**config.mk**
```make
export PLATFORM = sky130hd
export DESIGN_NAME = apb_biu_mslv
export DESIGN_NICKNAME = d
export VERILOG_FILES = /design/src/rtl/apb_biu_mslv.sv
export SDC_FILE = /design/constraint.sdc
export NUM_CORES = 1
export LEC_CHECK = 0
export ABC_AREA = 1
export CORE_ASPECT_RATIO = 1.5
export CORE_MARGIN = 5
export CORE_UTILIZATION = 44
export CTS_CLUSTER_DIAMETER = 200
export DETAILED_ROUTE_END_ITERATION = 8
export PLACE_DENSITY = 0.88
export SLEW_MARGIN = 5
export SYNTH_ARGS = -nofsm -noshare
export SYNTH_HDL_FRONTEND = slang
export SYNTH_SLANG_ARGS = --single-unit
```
**constraint.sdc**
```tcl
create_clock -name i_clk -period 2 [get_ports i_clk]
set_clock_uncertainty 0.15 [all_clocks]
set_input_delay 0.4 -clock i_clk [delete_from_list [all_inputs] [get_ports i_clk]]
set_output_delay 0.4 -clock i_clk [all_outputs]
set_load 0.02 [all_outputs]
```
**src/rtl/apb_biu_mslv.sv**
```systemverilog
// CPU load/store to APB4 master bridge: one outstanding transfer, byte/half/word lanes, slave decode, error codes.
// Define APB_BIU_TIMEOUT_EN to abort ACCESS after TIMEOUT_CYC cycles without PREADY.
module apb_biu_mslv #(
  parameter int ADDR_W      = 32,
  parameter int NUM_SLV     = 3,
  parameter int SEL_LSB     = 12,
  parameter int SEL_W       = 2,
  parameter int TIMEOUT_CYC = 16
) (
  input  logic                  i_clk,
  input  logic                  i_rst,
  input  logic                  i_req,
  input  logic                  i_we,
  input  logic [2:0]            i_funct3,
  input  logic [ADDR_W-1:0]     i_addr,
  input  logic [31:0]           i_wdata,
  output logic                  o_ready,
  output logic                  o_done,
  output logic                  o_err,
  output logic [1:0]            o_err_code,
  output logic [31:0]           o_ld_data,
  output logic [ADDR_W-1:0]     o_paddr,
  output logic [NUM_SLV-1:0]    o_psel,
  output logic                  o_penable,
  output logic                  o_pwrite,
  output logic [31:0]           o_pwdata,
  output logic [3:0]            o_pstrb,
  input  logic [NUM_SLV*32-1:0] i_prdata,
  input  logic [NUM_SLV-1:0]    i_pready,
  input  logic [NUM_SLV-1:0]    i_pslverr
);

  typedef enum logic [1:0] {S_IDLE, S_SETUP, S_ACCESS, S_DONE} state_t;

  state_t           state;
  logic [2:0]       r_funct3;
  logic [1:0]       r_lane;
  logic [SEL_W-1:0] r_idx;

  logic [SEL_W-1:0]   req_idx;
  logic               req_illegal, req_misalign, req_dec_fail;
  logic [NUM_SLV-1:0] req_sel;
  logic [31:0]        req_wdata;
  logic [3:0]         req_strb;

  // Request classification straight from the CPU inputs, used only on the accept edge
  always_comb begin
    req_idx      = i_addr[SEL_LSB +: SEL_W];
    req_dec_fail = ({1'b0, req_idx} >= (SEL_W+1)'(NUM_SLV));
    req_sel      = '0;
    if (!req_dec_fail) req_sel[req_idx] = 1'b1;
    if (i_we) req_illegal = i_funct3[2] | (i_funct3[1:0] == 2'b11);
    else      req_illegal = (i_funct3 == 3'b011) | (i_funct3[2:1] == 2'b11);
    case (i_funct3[1:0])
      2'b01:   req_misalign = i_addr[0];
      2'b10:   req_misalign = |i_addr[1:0];
      default: req_misalign = 1'b0;
    endcase
    case (i_funct3[1:0])
      2'b00: begin
        req_wdata = {24'b0, i_wdata[7:0]} << {i_addr[1:0], 3'b000};
        req_strb  = 4'b0001 << i_addr[1:0];
      end
      2'b01: begin
        req_wdata = {16'b0, i_wdata[15:0]} << {i_addr[1], 4'b0000};
        req_strb  = 4'b0011 << {i_addr[1], 1'b0};
      end
      default: begin
        req_wdata = i_wdata;
        req_strb  = 4'b1111;
      end
    endcase
  end

  logic [31:0] prd, prd_sh, ld_ext;
  logic        cur_ready, cur_err;

  always_comb begin
    prd       = i_prdata[{r_idx, 5'b00000} +: 32];
    prd_sh    = prd >> {r_lane, 3'b000};
    cur_ready = i_pready[r_idx];
    cur_err   = i_pslverr[r_idx];
    case (r_funct3)
      3'b000:  ld_ext = {{24{prd_sh[7]}}, prd_sh[7:0]};
      3'b100:  ld_ext = {24'b0, prd_sh[7:0]};
      3'b001:  ld_ext = {{16{prd_sh[15]}}, prd_sh[15:0]};
      3'b101:  ld_ext = {16'b0, prd_sh[15:0]};
      default: ld_ext = prd;
    endcase
  end

`ifdef APB_BIU_TIMEOUT_EN
  localparam int TMO_W = $clog2(TIMEOUT_CYC + 1);
  logic [TMO_W-1:0] tmo_cnt;
`endif

  always_ff @(posedge i_clk or negedge i_rst) begin
    if (!i_rst) begin
      state      <= S_IDLE;
      r_funct3   <= '0;
      r_lane     <= '0;
      r_idx      <= '0;
      o_ready    <= 1'b1;
      o_done     <= 1'b0;
      o_err      <= 1'b0;
      o_err_code <= '0;
      o_ld_data  <= '0;
      o_paddr    <= '0;
      o_psel     <= '0;
      o_penable  <= 1'b0;
      o_pwrite   <= 1'b0;
      o_pwdata   <= '0;
      o_pstrb    <= '0;
`ifdef APB_BIU_TIMEOUT_EN
      tmo_cnt    <= '0;
`endif
    end else begin
      case (state)
        S_IDLE: if (i_req) begin
          r_funct3 <= i_funct3;
          r_lane   <= i_addr[1:0];
          r_idx    <= req_idx;
          o_ready  <= 1'b0;
          if (req_illegal || req_misalign) begin
            state      <= S_DONE;
            o_done     <= 1'b1;
            o_err      <= 1'b1;
            o_err_code <= 2'b10;
          end else if (req_dec_fail) begin
            state      <= S_DONE;
            o_done     <= 1'b1;
            o_err      <= 1'b1;
            o_err_code <= 2'b11;
          end else begin
            state    <= S_SETUP;
            o_psel   <= req_sel;
            o_paddr  <= {i_addr[ADDR_W-1:2], 2'b00};
            o_pwrite <= i_we;
            o_pwdata <= i_we ? req_wdata : 32'b0;
            o_pstrb  <= i_we ? req_strb : 4'b0;
          end
        end
        S_SETUP: begin
          state     <= S_ACCESS;
          o_penable <= 1'b1;
`ifdef APB_BIU_TIMEOUT_EN
          tmo_cnt   <= '0;
`endif
        end
        S_ACCESS: begin
          if (cur_ready) begin
            state     <= S_DONE;
            o_psel    <= '0;
            o_penable <= 1'b0;
            o_done    <= 1'b1;
            if (cur_err) begin
              o_err      <= 1'b1;
              o_err_code <= 2'b01;
            end else if (!o_pwrite) begin
              o_ld_data <= ld_ext;
            end
          end
`ifdef APB_BIU_TIMEOUT_EN
          else if (tmo_cnt == TMO_W'(TIMEOUT_CYC - 1)) begin
            state      <= S_DONE;
            o_psel     <= '0;
            o_penable  <= 1'b0;
            o_done     <= 1'b1;
            o_err      <= 1'b1;
            o_err_code <= 2'b11;
          end else begin
            tmo_cnt <= tmo_cnt + 1'b1;
          end
`endif
        end
        default: begin
          state      <= S_IDLE;
          o_ready    <= 1'b1;
          o_done     <= 1'b0;
          o_err      <= 1'b0;
          o_err_code <= '0;
          o_ld_data  <= '0;
        end
      endcase
    end
  end

endmodule

```
### After elaboration in Yosys (flattened, before gate mapping)

Cells that the tools add are included.

* flip-flop bits (word level): 117
* bits in latches: 0
* bits in writable memories: 0
* bits in read-only memories: 0
* input bits: 173
* output and inout bits: 110
* word-level logic and storage cells: 114
* memories kept: 0

* add/sub/neg operators: 0
* $mul: 0
* divide/modulo/power cells: 0
* order comparisons: 4
* equal/unequal tests: 18
* shifts and indexed selects: 6
* muxes and demuxes: 45
* bitwise logic cells: 7
* reduce and logical (&&, ||, !) cells: 19

Operator list (number)
* two-way mux 32 bit: 4
* case mux 32 bit (2 select lines): 2
* case mux 32 bit (4 select lines): 1
* indexed part select 96 x 8 -> 32 bit: 1
* << shifter 16 x 5 -> 32 bit: 1
* << shifter 8 x 5 -> 32 bit: 1
* >> shifter 32 x 5 -> 16 bit: 1
* two-way mux 2 bit: 9
* != test 2 bit, second input constant: 7
* two-way mux 1 bit: 12
* two-way mux 3 bit: 4
* case mux 2 bit (3 select lines): 2
* AND reduction 4 bit: 3
* AND reduction 5 bit: 2
* == test 2 bit, second input constant: 4
* case mux 4 bit (2 select lines): 1
* AND reduction 2 bit: 4
* == test 3 bit, second input constant: 2
* less-than comparator 2 x 3 -> 1 bit, second input constant: 2
* case mux 1 bit (2 select lines): 3
* case mux 1 bit (3 select lines): 2
* case mux 3 bit (2 select lines): 1
* OR reduction 2 bit: 3
* inverter 1 bit: 5
* other kinds (17): 22

### Depth between registers and ports, before layout

* word-level depth: 8
* depth in mapped cells: 15
* gate-level depth less buffers: 13

### Worst setup path before layout

Ideal clock, no wire load.

* path type: input-to-reg
* from: in i_funct3[1]
* to: reg o_pwdata[31]
* library setup time: 123 ps
* arrival: 1659 ps
* data required time: 1727 ps
* setup slack: 67 ps
* cell stages on the path: 9
* buffers on the path: 1
* cell sequence: inv_1 > ha_1 > nor2_2 > clkinv_1 > buf_2 > nand2_1 > nor2_1 > o21ai_0 > nand2_1

* longest elaborated chain between the ends: 6
* elaborated cells between the ends (all ways): 15
* classes of those cells: eq/ne: 5; mux: 4; bitwise: 3; reduce/logical: 3

RTL lines
* start, declared: RTL line 14 `input logic [2:0] i_funct3,`
* == test 3 x 2 -> 1 bit (tied with other cells): RTL line 53 `else req_illegal = (i_funct3 == 3'b011) | (i_funct3[2:1] == 2'b11);`
* bitwise OR 1 bit (on tied branches): RTL line 53, 52
* two-way mux 1 bit: RTL line 52 `if (i_we) req_illegal = i_funct3[2] | (i_funct3[1:0] == 2'b11);`
* logical OR 1 bit: RTL line 124 `if (req_illegal || req_misalign) begin`
* inverter 1 bit (no source line)
* AND reduction 4 bit (no source line)
* end signal, assigned: RTL line 139 `o_pwdata <= i_we ? req_wdata : 32'b0;`
* end, declared: RTL line 26 `output logic [31:0] o_pwdata,`

Several ways; a longest one is shown, not always the timed one.
A chain may end at the register's enable or synchronous reset.

### Final worst setup path

* from: reg o_pwdata[8]
* to: out o_pwdata[8]

No word-level cell between the ends.

==> flow_summary.toml <==
[synthesis]
ys_ff_latch = 117
synth.avg_cell_area_um2 = 6.85
synth.most_common_cell = "nand2_1"
synth_edf_count = 0
synth_cell_type_count = 35
synth_top_area_share_pct = 41.8
ys_seq_area_share_pct = 42.1
ys.flop_type = "dfrtp_1"
synthTopCellsByArea = "dfrtp_1 42%, nand2_1 24%, nand3_1 6.3%, nor2_1 5.9%, o21ai_0 4.7%"
async_flop_share_pct = 100
syn-cell-area_mm2 = 0.00695
synth_top_area_cell = "dfrtp_1"
syn_inst = 1015
synth_warnings = 0
synth_common_cells = "443 x nand2_1, 116 x dfrtp_1, 109 x nor2_1, 88 x nand3_1, 65 x o21ai_0"

[clocking]
cts_buffers = 17
cts-root-buf = "clkbuf_16"
clock_sinks = 117
cts_max_path_buffers = 2
clk_pin_slew_ns = 0.06
cts_tree = "yes"
clock_latency_ns = 0.41
cts-htree-levels = 4

[global_route]
grt_use_met2_pct = 52.6
gr-usage-met3_pct = 7.30
grt.total_usage_pct = 28.6
globalRouteMet1Util_pct = 28.3
grt-busiest-layer = "met2"
grt_max_degree = 62
globalRoute.totalOverflow = 0
antenna_found_initial = 0
grt_pass1_wl_um = 41600
grt_pass1_vias = 8235

[timing]
timing.hold.ws_ns = 0.173
timing_hold_violations_final = 0
finalCriticalPeriod_ns = 1.97
relSlewSlack_pct = 66.6
fmax_mhz = 508
setup_violations = 0
worst_slew_pin_slew_ns = 0.500
timing.final.max_slew_violations = 0
rsz0062_at_grt = "yes"
fin_crit_sh_pct = 98.4
finalSetupTns_ns = 0
finalWorstSetupSlack_ns = 0.0315

[hold_path]
min_path_type = "in2async"

[outcome]
status = "finished clean"

[die]
core_mm2 = 0.0156
io-pin-count = 283
die_area_mm2 = 0.0185
die_height_um = 164
die_x_um = 113
rows = 56
start_util_pct = 44.7

[route]
postRouteAntennaNets = 0
wl_per_cell_um = 17.4
vias = 8024
firstDrtPassIters = 6
viasPerCell = 5.15
wirelength_um = 27100
drcViolationCount = 0
drt_iter0_drc = 452

[placed_design]
portBuffers = 280
dp_slack_ns = -0.458
place_congestion = 1.01
dp_hpwl_um = 20200

[final_layout]
seq_area_mm2 = 0.00293
drive_gt1_share_pct = 11.5
area_growth_pct = 61.7
fill_cells = 1222
post-route-util_pct = 72.2
layout.nets = 1523
diodes = 0
multi_input_area_mm2 = 0.00349

[power]
powerDensity_mw_per_mm2 = 1510
max-vdd-ir-drop_mv = 0.794
cellLeakagePower_uw = 0.00585

[setup_path]
cp_top_family = "buffers and inverters"
cp_slowest_cell = "clkdlybuf4s50_1"
worst-path-buf-inv = 1
crit_type = "reg2out"
cp-start-kind = "flop"
worstSetupEndpointType = "output pin"
crit_path_cell_trace = "clkdlybuf4s50_1"
worstPathArrival_ns = 1.42
cp_max_fo = 2
cp.required_ns = 1.45
critPathMaxStageDelay_ns = 0.63

[job]
maxCapViolCount = 0
## stage by stage
step / instances / total power (uW) / instance area (um^2)
2_1_floorplan: 1016 / 9090 / 6960
3_3_place_gp: 1517 / 13100 / 10400
3_5_place_dp: 1517 / 13300 / 10400
4_1_cts: 1549 / 16800 / 11000
5_1_grt: 1557 / 18100 / 11200
6_report: 1557 / 17000 / 11200
## cell usage in the layout, fill, tap and decap left out, types with 8 or more instances in the layout
cell,instances
buf_4,61
a21oi_1,11
nand3_1,86
nand2_1,443
nor2_1,103
inv_1,59
clkbuf_16,20
dfrtp_1,114
dlymetal6s2s_1,15
o211ai_1,17
buf_12,12
ha_1,8
o21ai_0,63
clkdlybuf4s50_1,262
## worst paths after layout
| kind | startpoint | endpoint | slack, ns | cells past startpoint |
|---|---|---|---|---|
| min reg2reg | o_ld_data[0] | o_ld_data[0] | 0.33 | 2 |
| max | o_pwdata[8] | o_pwdata[8] | 0.03 | 1 |
| max reg2reg | r_idx[0] | o_ld_data[12] | 0.07 | 11 |
| max in group asynchronous | i_rst | o_paddr[15] | 0.97 | 3 |
| min in group i_clk | o_ld_data[0] | o_ld_data[0] | 0.33 | 2 |
| min | i_rst | o_pstrb[0] | 0.17 | 2 |
## final cells by class
class	instances	area share, %
Clock buffer	18	3.91
Clock inverter	13	1.75
Inverter	71	2.67
Multi-Input combinational cell	778	31.1
Sequential cell	117	26.1
Tap cell	203	2.26
Timing Repair Buffer	357	32.2
## cell families after synthesis
family	Yosys count	share of synthesized area, %
and+or+nand+nor	664	39.1
buffers and inverters	121	8.42
adders and majority gates	8	1.44
AOI/OAI and AO/OA	104	8.82
other	1	0.0539
DFF	117	42.1
## registers in the layout, indices dropped and copies added (netlist names), 2 cells and up
name,cells
r_lane,2
o_pwdata,32
r_funct3,3
o_pstrb,4
r_idx,2
o_ld_data,32
state,2
o_psel,3
o_err_code,2
o_paddr,30
## power by group
| part | total [uW] | internal, uW | switching [uW] |
|---|---|---|---|
| registers | 4050 | 3360 | 695 |
| clock network | 3320 | 2130 | 1190 |
| logic | 9610 | 4030 | 5580 |
## layer usage
layer  vias up  share of wire, %  wire [um]
met5         -                 0          0
met4         0               6.5       1770
met3       116               7.0       1900
met2       391                53      14300
met1      3679                34       9170
li1       3838                 -          -
## what timing repair did
item	in CTS	in global routing
pin swaps	0	3
cloned	0	3
endpoints found under the setup margin	63	111
buffers inserted	0	5
endpoints found under the hold margin	116	0
hold buffers	1	0
gates resized for setup	9	34
Power figures use the tool's default switching activity.
